--- config.mk ---
export PLATFORM = sky130hd
export DESIGN_NAME = soc_ifc_fw_rst_sched_flat
export DESIGN_NICKNAME = d
export VERILOG_FILES = /design/src/rtl/soc_ifc_fw_rst_sched_if.sv /design/src/rtl/soc_ifc_fw_rst_sched.sv /design/src/flat_wrapper.sv
export SDC_FILE = /design/constraint.sdc
export NUM_CORES = 1
export LEC_CHECK = 0
export ABC_AREA = 0
export CAP_MARGIN = 40
export CORE_MARGIN = 2
export CORE_UTILIZATION = 40
export DETAILED_ROUTE_END_ITERATION = 12
export PLACE_DENSITY = 0.67
export SKIP_LAST_GASP = 1
export SYNTH_ARGS = -nofsm -noshare
export SYNTH_HDL_FRONTEND = slang
export SYNTH_SLANG_ARGS = --single-unit
--- constraint.sdc ---
create_clock -name clk -period 6.5 [get_ports clk]
set_clock_uncertainty 0.2 [all_clocks]
set_input_delay 1.95 -clock clk [delete_from_list [all_inputs] [get_ports clk]]
set_output_delay 1.95 -clock clk [all_outputs]
set_load 0.02 [all_outputs]
--- src/rtl/soc_ifc_fw_rst_sched_if.sv ---
// soc_ifc_fw_rst_sched_if
// Groups the requester handshake and the boot-FSM handshake of the
// firmware-update-reset scheduler.
//   req_valid / req_wait_cycles       requester -> scheduler (level request, 8-bit wait per requester)
//   req_grant / req_done / req_err    scheduler -> requester (one-hot, 1-cycle pulses)
//   fw_update_rst / _wait_cycles      scheduler -> boot FSM
//   fw_update_rst_window, cptra_uc_rst_b  boot FSM -> scheduler
//   busy                              scheduler status, high outside IDLE
// The slave modport is the scheduler's view; master is the environment's view.
interface soc_ifc_fw_rst_sched_if #(
  parameter int unsigned NUM_REQ = 4
);
  logic [NUM_REQ-1:0]   req_valid;
  logic [NUM_REQ*8-1:0] req_wait_cycles;
  logic [NUM_REQ-1:0]   req_grant;
  logic [NUM_REQ-1:0]   req_done;
  logic [NUM_REQ-1:0]   req_err;
  logic                 fw_update_rst;
  logic [7:0]           fw_update_rst_wait_cycles;
  logic                 fw_update_rst_window;
  logic                 cptra_uc_rst_b;
  logic                 busy;

  modport slave (
    input  req_valid, req_wait_cycles, fw_update_rst_window, cptra_uc_rst_b,
    output req_grant, req_done, req_err, fw_update_rst, fw_update_rst_wait_cycles, busy
  );

  modport master (
    output req_valid, req_wait_cycles, fw_update_rst_window, cptra_uc_rst_b,
    input  req_grant, req_done, req_err, fw_update_rst, fw_update_rst_wait_cycles, busy
  );
endinterface

--- src/rtl/soc_ifc_fw_rst_sched.sv ---
// soc_ifc_fw_rst_sched
// Round-robin arbiter for firmware-update-reset requests. Each grant runs one
// complete fw-update-reset cycle on the boot FSM (request, reset window, uC
// release) and reports done or timeout back to the granted requester.
// Ports:
//   clk          core clock
//   cptra_rst_b  asynchronous active-low reset
//   bus          slave side of soc_ifc_fw_rst_sched_if (requesters + boot FSM)
module soc_ifc_fw_rst_sched #(
  parameter int unsigned NUM_REQ        = 4,
  parameter logic [7:0]  MIN_WAIT       = 8'd10,
  parameter logic [15:0] TIMEOUT_CYCLES = 16'd1024,
  parameter int unsigned TO_W           = 16
) (
  input  logic                  clk,
  input  logic                  cptra_rst_b,
  soc_ifc_fw_rst_sched_if.slave bus
);

  localparam int unsigned     IDW     = $clog2(NUM_REQ);
  localparam logic [IDW-1:0]  ID_LAST = IDW'(NUM_REQ - 32'd1);
  localparam logic [IDW-1:0]  ID_ONE  = IDW'(32'd1);
  localparam logic [IDW-1:0]  ID_ZERO = {IDW{1'b0}};
  localparam logic [TO_W-1:0] TO_LAST = TO_W'(TIMEOUT_CYCLES - 16'd1);
  localparam logic [TO_W-1:0] TO_ONE  = TO_W'(32'd1);
  localparam logic [TO_W-1:0] TO_ZERO = {TO_W{1'b0}};
  localparam logic [NUM_REQ-1:0] REQ_ZERO = {NUM_REQ{1'b0}};

  typedef enum logic [2:0] {
    ST_IDLE    = 3'd0,
    ST_ISSUE   = 3'd1,
    ST_WINDOW  = 3'd2,
    ST_RELEASE = 3'd3,
    ST_DONE    = 3'd4,
    ST_ERR     = 3'd5
  } state_e;

  // First requesting index at or above ptr, wrapping around.
  function automatic logic [IDW-1:0] rr_pick(input logic [NUM_REQ-1:0] req,
                                             input logic [IDW-1:0]     ptr);
    logic [IDW-1:0] pick;
    logic           hit;
    logic [31:0]    idx;
    pick = ptr;
    hit  = 1'b0;
    for (int unsigned k = 0; k < NUM_REQ; k++) begin
      idx = ((32'(ptr) + k) >= NUM_REQ) ? (32'(ptr) + k - NUM_REQ) : (32'(ptr) + k);
      if (!hit && req[IDW'(idx)]) begin
        hit  = 1'b1;
        pick = IDW'(idx);
      end
    end
    return pick;
  endfunction

  function automatic logic [NUM_REQ-1:0] to_onehot(input logic [IDW-1:0] id);
    logic [NUM_REQ-1:0] oh;
    for (int unsigned k = 0; k < NUM_REQ; k++) begin
      oh[k] = (IDW'(k) == id);
    end
    return oh;
  endfunction

  function automatic logic [IDW-1:0] next_id(input logic [IDW-1:0] id);
    return (id == ID_LAST) ? ID_ZERO : (id + ID_ONE);
  endfunction

  // Short wait counts are lifted to the boot FSM's minimum.
  function automatic logic [7:0] clamp_wc(input logic [7:0] wc);
    return (wc < MIN_WAIT) ? MIN_WAIT : wc;
  endfunction

  state_e             r_state, w_state_nxt;
  logic [IDW-1:0]     r_id, w_id_nxt;
  logic [IDW-1:0]     r_ptr, w_ptr_nxt;
  logic [TO_W-1:0]    r_to_cnt, w_to_cnt_nxt;
  logic [NUM_REQ-1:0] r_grant, w_grant_nxt;
  logic [NUM_REQ-1:0] r_done, w_done_nxt;
  logic [NUM_REQ-1:0] r_err, w_err_nxt;
  logic               r_fw_rst, w_fw_rst_nxt;
  logic [7:0]         r_wc, w_wc_nxt;
  logic               r_busy, w_busy_nxt;

  logic               w_arb_ok;
  logic [IDW-1:0]     w_win_id;
  logic [7:0]         w_win_wc;
  logic               w_to_hit;

  // Arbitration is held off while a cold/warm boot owns the uC reset.
  assign w_arb_ok = (|bus.req_valid) & bus.cptra_uc_rst_b & ~bus.fw_update_rst_window;
  assign w_win_id = rr_pick(bus.req_valid, r_ptr);
  assign w_win_wc = clamp_wc(bus.req_wait_cycles[{w_win_id, 3'b000} +: 8]);
  assign w_to_hit = (r_to_cnt == TO_LAST);

  // Next-state and next-output logic; exit conditions are tested before the timeout.
  always_comb begin
    w_state_nxt  = r_state;
    w_id_nxt     = r_id;
    w_ptr_nxt    = r_ptr;
    w_to_cnt_nxt = r_to_cnt;
    w_grant_nxt  = REQ_ZERO;
    w_done_nxt   = REQ_ZERO;
    w_err_nxt    = REQ_ZERO;
    w_fw_rst_nxt = 1'b0;
    w_wc_nxt     = r_wc;
    case (r_state)
      ST_IDLE: begin
        if (w_arb_ok) begin
          w_state_nxt  = ST_ISSUE;
          w_id_nxt     = w_win_id;
          w_wc_nxt     = w_win_wc;
          w_grant_nxt  = to_onehot(w_win_id);
          w_fw_rst_nxt = 1'b1;
          w_to_cnt_nxt = TO_ZERO;
        end else begin
          w_state_nxt  = ST_IDLE;
        end
      end
      ST_ISSUE: begin
        if (bus.fw_update_rst_window) begin
          w_state_nxt  = ST_WINDOW;
          w_to_cnt_nxt = TO_ZERO;
        end else if (w_to_hit) begin
          w_state_nxt  = ST_ERR;
          w_err_nxt    = to_onehot(r_id);
        end else begin
          w_fw_rst_nxt = 1'b1;
          w_to_cnt_nxt = r_to_cnt + TO_ONE;
        end
      end
      ST_WINDOW: begin
        if (!bus.fw_update_rst_window) begin
          w_state_nxt  = ST_RELEASE;
          w_to_cnt_nxt = TO_ZERO;
        end else if (w_to_hit) begin
          w_state_nxt  = ST_ERR;
          w_err_nxt    = to_onehot(r_id);
        end else begin
          w_to_cnt_nxt = r_to_cnt + TO_ONE;
        end
      end
      ST_RELEASE: begin
        if (bus.cptra_uc_rst_b) begin
          w_state_nxt  = ST_DONE;
          w_done_nxt   = to_onehot(r_id);
        end else if (w_to_hit) begin
          w_state_nxt  = ST_ERR;
          w_err_nxt    = to_onehot(r_id);
        end else begin
          w_to_cnt_nxt = r_to_cnt + TO_ONE;
        end
      end
      ST_DONE: begin
        w_ptr_nxt   = next_id(r_id);
        w_state_nxt = ST_IDLE;
      end
      ST_ERR: begin
        w_ptr_nxt   = next_id(r_id);
        w_state_nxt = ST_IDLE;
      end
      default: begin
        w_state_nxt = ST_IDLE;
      end
    endcase
    w_busy_nxt = (w_state_nxt != ST_IDLE);
  end

  // State, bookkeeping and registered outputs.
  always_ff @(posedge clk or negedge cptra_rst_b) begin
    if (!cptra_rst_b) begin
      r_state  <= ST_IDLE;
      r_id     <= ID_ZERO;
      r_ptr    <= ID_ZERO;
      r_to_cnt <= TO_ZERO;
      r_grant  <= REQ_ZERO;
      r_done   <= REQ_ZERO;
      r_err    <= REQ_ZERO;
      r_fw_rst <= 1'b0;
      r_wc     <= MIN_WAIT;
      r_busy   <= 1'b0;
    end else begin
      r_state  <= w_state_nxt;
      r_id     <= w_id_nxt;
      r_ptr    <= w_ptr_nxt;
      r_to_cnt <= w_to_cnt_nxt;
      r_grant  <= w_grant_nxt;
      r_done   <= w_done_nxt;
      r_err    <= w_err_nxt;
      r_fw_rst <= w_fw_rst_nxt;
      r_wc     <= w_wc_nxt;
      r_busy   <= w_busy_nxt;
    end
  end

  assign bus.req_grant                 = r_grant;
  assign bus.req_done                  = r_done;
  assign bus.req_err                   = r_err;
  assign bus.fw_update_rst             = r_fw_rst;
  assign bus.fw_update_rst_wait_cycles = r_wc;
  assign bus.busy                      = r_busy;

endmodule
--- src/flat_wrapper.sv ---
// flat-port wrapper written by rule: the top's interface ports become plain ports
module soc_ifc_fw_rst_sched_flat 
#(
  parameter int unsigned NUM_REQ        = 4,
  parameter logic [7:0]  MIN_WAIT       = 8'd10,
  parameter logic [15:0] TIMEOUT_CYCLES = 16'd1024,
  parameter int unsigned TO_W           = 16
)
  (clk, cptra_rst_b, bus_req_valid, bus_req_wait_cycles, bus_fw_update_rst_window, bus_cptra_uc_rst_b, bus_req_grant, bus_req_done, bus_req_err, bus_fw_update_rst, bus_fw_update_rst_wait_cycles, bus_busy);
  soc_ifc_fw_rst_sched_if #(.NUM_REQ(NUM_REQ)) bus_i ();
  input  logic clk;
  input  logic cptra_rst_b;
  input wire logic [$bits(bus_i.req_valid)-1:0] bus_req_valid;
  input wire logic [$bits(bus_i.req_wait_cycles)-1:0] bus_req_wait_cycles;
  input wire logic [$bits(bus_i.fw_update_rst_window)-1:0] bus_fw_update_rst_window;
  input wire logic [$bits(bus_i.cptra_uc_rst_b)-1:0] bus_cptra_uc_rst_b;
  output wire logic [$bits(bus_i.req_grant)-1:0] bus_req_grant;
  output wire logic [$bits(bus_i.req_done)-1:0] bus_req_done;
  output wire logic [$bits(bus_i.req_err)-1:0] bus_req_err;
  output wire logic [$bits(bus_i.fw_update_rst)-1:0] bus_fw_update_rst;
  output wire logic [$bits(bus_i.fw_update_rst_wait_cycles)-1:0] bus_fw_update_rst_wait_cycles;
  output wire logic [$bits(bus_i.busy)-1:0] bus_busy;
  assign bus_i.req_valid = bus_req_valid;
  assign bus_i.req_wait_cycles = bus_req_wait_cycles;
  assign bus_i.fw_update_rst_window = bus_fw_update_rst_window;
  assign bus_i.cptra_uc_rst_b = bus_cptra_uc_rst_b;
  assign bus_req_grant = bus_i.req_grant;
  assign bus_req_done = bus_i.req_done;
  assign bus_req_err = bus_i.req_err;
  assign bus_fw_update_rst = bus_i.fw_update_rst;
  assign bus_fw_update_rst_wait_cycles = bus_i.fw_update_rst_wait_cycles;
  assign bus_busy = bus_i.busy;
  soc_ifc_fw_rst_sched #(.NUM_REQ(NUM_REQ), .MIN_WAIT(MIN_WAIT), .TIMEOUT_CYCLES(TIMEOUT_CYCLES), .TO_W(TO_W)) u_core (.clk(clk), .cptra_rst_b(cptra_rst_b), .bus(bus_i));
endmodule
# Word level (Yosys, flattened, before mapping)
# Cells that the tools add are included.
op_classes:
  add_sub_neg: 9
  order_cmp: 9
  n_eq_ne: 15
  shifts: 1
  mux: 46
  n_bitwise: 3
  reduce_logical: 15
ops:
  columns: ["cell", "n"]
  rows:
  - ["16-bit 2-to-1 mux", 5]
  - ["16-bit case mux with 4 select lines", 1]
  - ["4-bit 2-to-1 mux", 8]
  - ["32-bit by 6-bit variable part select with 8-bit output", 1]
  - ["2-bit 2-to-1 mux", 9]
  - ["16-bit by 1-bit adder with 16-bit output, second input constant", 1]
  - ["16-bit by 10-bit == test with 1-bit output, second input constant", 1]
  - ["2-bit by 3-bit less-than comparator with 1-bit output, second input constant", 4]
  - ["3-bit 2-to-1 mux", 4]
  - ["3-bit case mux with 4 select lines", 1]
  - ["4-bit case mux with 3 select lines", 1]
  - ["1-bit 2-to-1 mux", 11]
  - ["3-bit greater-or-equal comparator, second input constant", 3]
  - ["1-bit binary-select mux with 2-bit select", 4]
  - ["2-bit == test, first input constant", 4]
  - ["8-bit by 4-bit less-than comparator with 1-bit output, second input constant", 1]
  - ["8-bit 2-to-1 mux", 1]
  - ["2-bit by 1-bit subtractor with 2-bit output, second input constant", 4]
  - ["2-bit by 2-bit adder with 3-bit output, second input constant", 2]
  - ["3-bit by 2-bit == test with 1-bit output, second input constant", 2]
  - ["3-bit == test, second input constant", 2]
  - ["1-bit by 2-bit == test with 1-bit output, first input constant", 2]
  - ["2-bit logical NOT", 2]
  - ["4-bit nonzero test", 1]
  - ["other kinds (18)", 23]
totals:
  reg_bits: 45
  out_inout_bits: 22
  word_cells: 108

# Longest topological paths before layout
depth:
  word_depth: 17
  ltp_mapped: 8
  mapped_depth_nobuf: 8

# Least setup slack after synthesis
# No wires, ideal clock.
synth_timing:
  path_type: "input port to flip-flop"
  from: "input bus_req_valid[2]"
  to: "register u_core.r_wc[0] (netlist: u_core.bus.fw_update_rst_wait_cycles[0])"
  setup_time_ns: 0.135
  arrival_ns: 3.576
  slack_ns: 2.589
  stages: 8
  path_buffers: 1
  path_cell_list: "nor2b_1 > o21ai_4 > o211ai_4 > buf_6 > a221oi_1 > o22ai_1 > a2111oi_0 > o31ai_1"
synth_between:
  elab_chain_len: 15
  elab_cells_between_ends: 28
synth_lines:
  columns: ["item", "line", "rtl"]
  rows:
  - ["from (decl)", "flat_wrapper.sv:13", "input wire logic [$bits(bus_i.req_valid)-1:0] bus_req_valid;"]
  - ["1-bit binary-select mux with 2-bit select", "soc_ifc_fw_rst_sched.sv:48", "if (!hit && req[IDW'(idx)]) begin"]
  - ["1-bit 2-to-1 mux (implied by the code)", "soc_ifc_fw_rst_sched.sv:48", null]
  - ["1-bit 2-to-1 mux", "soc_ifc_fw_rst_sched.sv:48", null]
  - ["1-bit logical NOT", "soc_ifc_fw_rst_sched.sv:48", null]
  - ["1-bit logical AND", "soc_ifc_fw_rst_sched.sv:48", null]
  - ["1-bit 2-to-1 mux", "soc_ifc_fw_rst_sched.sv:48", null]
  - ["1-bit logical NOT", "soc_ifc_fw_rst_sched.sv:48", null]
  - ["1-bit logical AND", "soc_ifc_fw_rst_sched.sv:48", null]
  - ["1-bit 2-to-1 mux", "soc_ifc_fw_rst_sched.sv:48", null]
  - ["1-bit logical NOT", "soc_ifc_fw_rst_sched.sv:48", null]
  - ["1-bit logical AND", "soc_ifc_fw_rst_sched.sv:48", null]
  - ["2-bit 2-to-1 mux", "soc_ifc_fw_rst_sched.sv:48", null]
  - ["32-bit by 6-bit variable part select with 8-bit output", "soc_ifc_fw_rst_sched.sv:92", "assign w_win_wc = clamp_wc(bus.req_wait_cycles[{w_win_id, 3'b000} +: 8]);"]
  - ["8-bit by 4-bit less-than comparator with 1-bit output", "soc_ifc_fw_rst_sched.sv:70", "return (wc < MIN_WAIT) ? MIN_WAIT : wc;"]
  - ["8-bit 2-to-1 mux", "soc_ifc_fw_rst_sched.sv:70", null]
  - ["to (signal assigned)", "soc_ifc_fw_rst_sched.sv:190", "r_wc <= w_wc_nxt;"]
  - ["to (decl)", "soc_ifc_fw_rst_sched.sv:81", "logic [7:0] r_wc, w_wc_nxt;"]
# Several ways; a longest one is shown, not always the timed one. The select of a mux whose other input is x is not followed.
# A chain may end at the register's enable or synchronous reset.

# Final worst setup path
layout_timing:
  from: "input bus_req_valid[3]"
  to: "register u_core.r_wc[0] (netlist: u_core.bus.fw_update_rst_wait_cycles[0])"
# Same word-level chain as after synthesis.

==> impl_metrics.py <==
metrics = {
    "run_status": {
        "outcome": "finished, final reports clean",
    },
    "run": {
        "max_cap_viol_count": 0,
    },
    "clock_tree": {
        "cts.path.max_buffers": 2,
        "cts_sinks": 45,
        "cts_hold_buffers": 0,
        "clk_latency_ns": 0.30,
        "htreeDepth": 2,
        "cts-root-buf": "clkbuf_8",
        "cts_tree": "done",
        "post_cts_buffers": 0,
        "cts_buffers": 5,
        "cts_resized": 0,
        "clk_pin_slew_ns": 0.08,
    },
    "die": {
        "initial_core_util_pct": 41.9,
        "num_rows": 28,
        "die_w_microns": 83.5,
        "fp.coreArea_sq_um": 6030,
        "die_h_microns": 83.5,
        "die-area_sq_um": 6970,
        "num_io_pins": 62,
    },
    "pwr": {
        "comb_power_share_pct": 46.9,
        "p_per_area_nw_per_um2": 341,
        "switchingPower_w": 0.000455,
        "p_seq_share_pct": 36.0,
        "clkPwrFrac_pct": 17.1,
        "leakage_nw": 1.39,
        "max-vdd-ir-drop_mv": 0.146,
        "switching_share_pct": 40.5,
        "p_int_w": 0.000667,
    },
    "sta": {
        "slew_violations": 0,
        "finalCriticalPeriod_ns": 4.55,
        "finalSetupViolCount": 0,
        "worstMarginPinSlew_ns": 0.666,
        "hold_viol": 0,
        "period_share_pct": 70.0,
        "slew_headroom_pct": 55.0,
        "rsz0062_at_grt": "no",
        "max_freq_ghz": 0.220,
        "setup_tns_ns": 0,
    },
    "synthesis": {
        "synth_top_family_by_area": "simple AND/OR/NAND/NOR gates",
        "synthAdderAreaFrac_pct": 2.48,
        "syn_inst": 261,
        "synth_cell_types": 57,
        "synth_edf_count": 0,
        "ys_ff_latch": 45,
        "synthFlopType": "dfrtp_1",
        "async_reset_ff_share_pct": 100,
        "synth_compound_area_share_pct": 16.9,
        "yosysWarnings": 0,
        "ys_seq_area_share_pct": 44.7,
        "yosys.area_share.simple_pct": 24.5,
        "muxShareOfSynthArea_pct": 3.32,
        "avgSynthCellArea_sq_um": 9.68,
        "synth_nets": 306,
        "netlist_area_sq_um": 2530,
        "synthXorXnorAreaFrac_pct": 4.50,
    },
    "cells_and_area": {
        "final_cell_mix": "clkdlybuf4s50_1, dfrtp_1, nor2_1",
        "utilization_pct": 54.5,
        "syn2layout_area_growth_pct": 30.0,
        "drive_gt1_share_pct": 9.06,
        "nFillCells": 537,
        "layout_commonest_cell": "clkdlybuf4s50_1",
        "antennaDiodeCount": 0,
        "num-nets-final": 364,
    },
    "worst_setup_path": {
        "ff2ff_path_depth": 8,
        "cp.required_ns": 6.46,
        "startpoint_type": "primary input",
        "cp-end-kind": "register",
        "critical_path.max_fanout": 9,
        "critPathKind": "in -> reg",
        "cp_data_arrival_time_ns": 4.51,
    },
    "detailed_routing": {
        "viasPerCell": 5.31,
        "routed_wl_microns": 5740,
        "drc": 0,
        "antenna_left": 0,
        "drt-initial-drc-count": 103,
        "wl_per_cell_microns": 14.5,
        "first_pass_iters": 4,
        "num_vias": 2097,
    },
    "grt": {
        "grt_max_degree": 29,
        "antenna_found_initial": 0,
        "grt_overflow": 0,
        "grt_pass1_vias": 2028,
        "grt_pass1_wl_microns": 9850,
        "grtUsageTotal_pct": 17.2,
    },
    "placed_design": {
        "gp_congestion": 0.841,
        "dp_hpwl_microns": 4360,
        "numPortBuffers": 61,
    },
    "min_path": {
        "worst_hold_path_type": "reg -> reg",
        "whs_path_depth": 2,
    },
}
path summary, 6_finish.rpt:
path	start	end	slack [ns]
min reg2reg	u_core.bus.fw_update_rst_wait_cycles[0]	u_core.bus.fw_update_rst_wait_cycles[0]	0.28
max in group asynchronous	cptra_rst_b	u_core.bus.fw_update_rst_wait_cycles[3]	4.15
max	bus_req_valid[3]	u_core.bus.fw_update_rst_wait_cycles[0]	1.95
min	u_core.bus.fw_update_rst_wait_cycles[0]	u_core.bus.fw_update_rst_wait_cycles[0]	0.28
max reg2reg	u_core.r_ptr[1]	u_core.bus.fw_update_rst_wait_cycles[0]	3.73
min in group asynchronous	cptra_rst_b	u_core.bus.req_err[1]	1.38
flip-flops by register name, summed over array words and instances, names as in the netlist:
register and flops:
u_core.bus.busy 1, u_core.bus.fw_update_rst 1, u_core.bus.fw_update_rst_wait_cycles 8, u_core.bus.req_done 4, u_core.bus.req_err 4, u_core.bus.req_grant 4
u_core.r_id 2, u_core.r_ptr 2, u_core.r_state 3, u_core.r_to_cnt 16
cells by family (layout without fill, tap and decap cells):
family	after synthesis	in the layout
flops	45	45
fa+ha+maj	5	5
buf+inv	18	77
simple gates	120	120
xor+xnor	13	13
compound gates	52	52
mux	8	8
routing by layer:
layer	wire length [microns]	vias up	track usage, %
met5	0	-	0
met4	168	0	7.33
met3	207	12	3.56
met2	2720	34	27.3
met1	2640	997	22.7
li1	-	1054	-
cells in the mapped netlist (4+ instances only):
| cell | n | share of area (%) |
|---|---|---|
| a21oi_1 | 9 | 1.8 |
| a221oi_1 | 6 | 2.1 |
| and2_1 | 9 | 2.2 |
| and3_1 | 10 | 2.5 |
| clkbuf_1 | 7 | 1.0 |
| dfrtp_1 | 43 | 43 |
| ha_1 | 5 | 2.5 |
| inv_1 | 6 | 0.89 |
| mux2i_1 | 5 | 2.0 |
| nand2_1 | 24 | 3.6 |
| nand3_1 | 8 | 1.6 |
| nor2_1 | 30 | 4.5 |
| nor3_1 | 12 | 2.4 |
| o21ai_0 | 6 | 1.2 |
| o31ai_1 | 5 | 1.5 |
| or3_1 | 4 | 0.99 |
| xnor2_1 | 9 | 3.1 |
| xor2_1 | 4 | 1.4 |
through the flow:
| step | setup WS, ns | instances | area (sq um) | hold slack, ns | power (W) |
|---|---|---|---|---|---|
| 2_1_floorplan | 2.59 | 261 | 2530 | 0.262 | 0.000780 |
| 3_3_place_gp | 1.71 | 385 | 3160 | 0.259 | 0.000927 |
| 3_5_place_dp | 1.62 | 387 | 3180 | 0.272 | 0.000941 |
| 4_1_cts | 1.93 | 395 | 3290 | 0.284 | 0.00113 |
| 5_1_grt | 1.65 | 395 | 3290 | 0.324 | 0.00121 |
| 6_report | 1.95 | 395 | 3290 | 0.278 | 0.00112 |
area by class of cell:
type / count / area (sq um) / share of cell area, %
multi-input combinational: 198 / 1310 / 39.8
sequential: 45 / 1130 / 34.3
timing repair buffer: 63 / 633 / 19.3
clock buffer: 7 / 96.3 / 2.93
tap: 75 / 93.8 / 2.86
inverter: 6 / 22.5 / 0.685
clock inverter: 1 / 5.00 / 0.152
critical path: stages:
cell and delay, ns:
clkdlybuf4s50_1 0.60, and3b_1 0.23, a2111oi_2 0.30, nor2_1 0.16, buf_4 0.20, a221oi_1 0.35, o22ai_1 0.15, a2111oi_0 0.44
o31ai_1 0.12
power groups by stage:
stage	sequential [W]	combinational, W	clock, W
floorplan	0.000428	0.000352	0
global placement	0.000408	0.000519	0
detailed placement	0.000411	0.000530	0
CTS	0.000405	0.000531	0.000196
global route	0.000416	0.000589	0.000208
finish	0.000404	0.000526	0.000191
No activity file was read; power rests on OpenSTA's default activity.
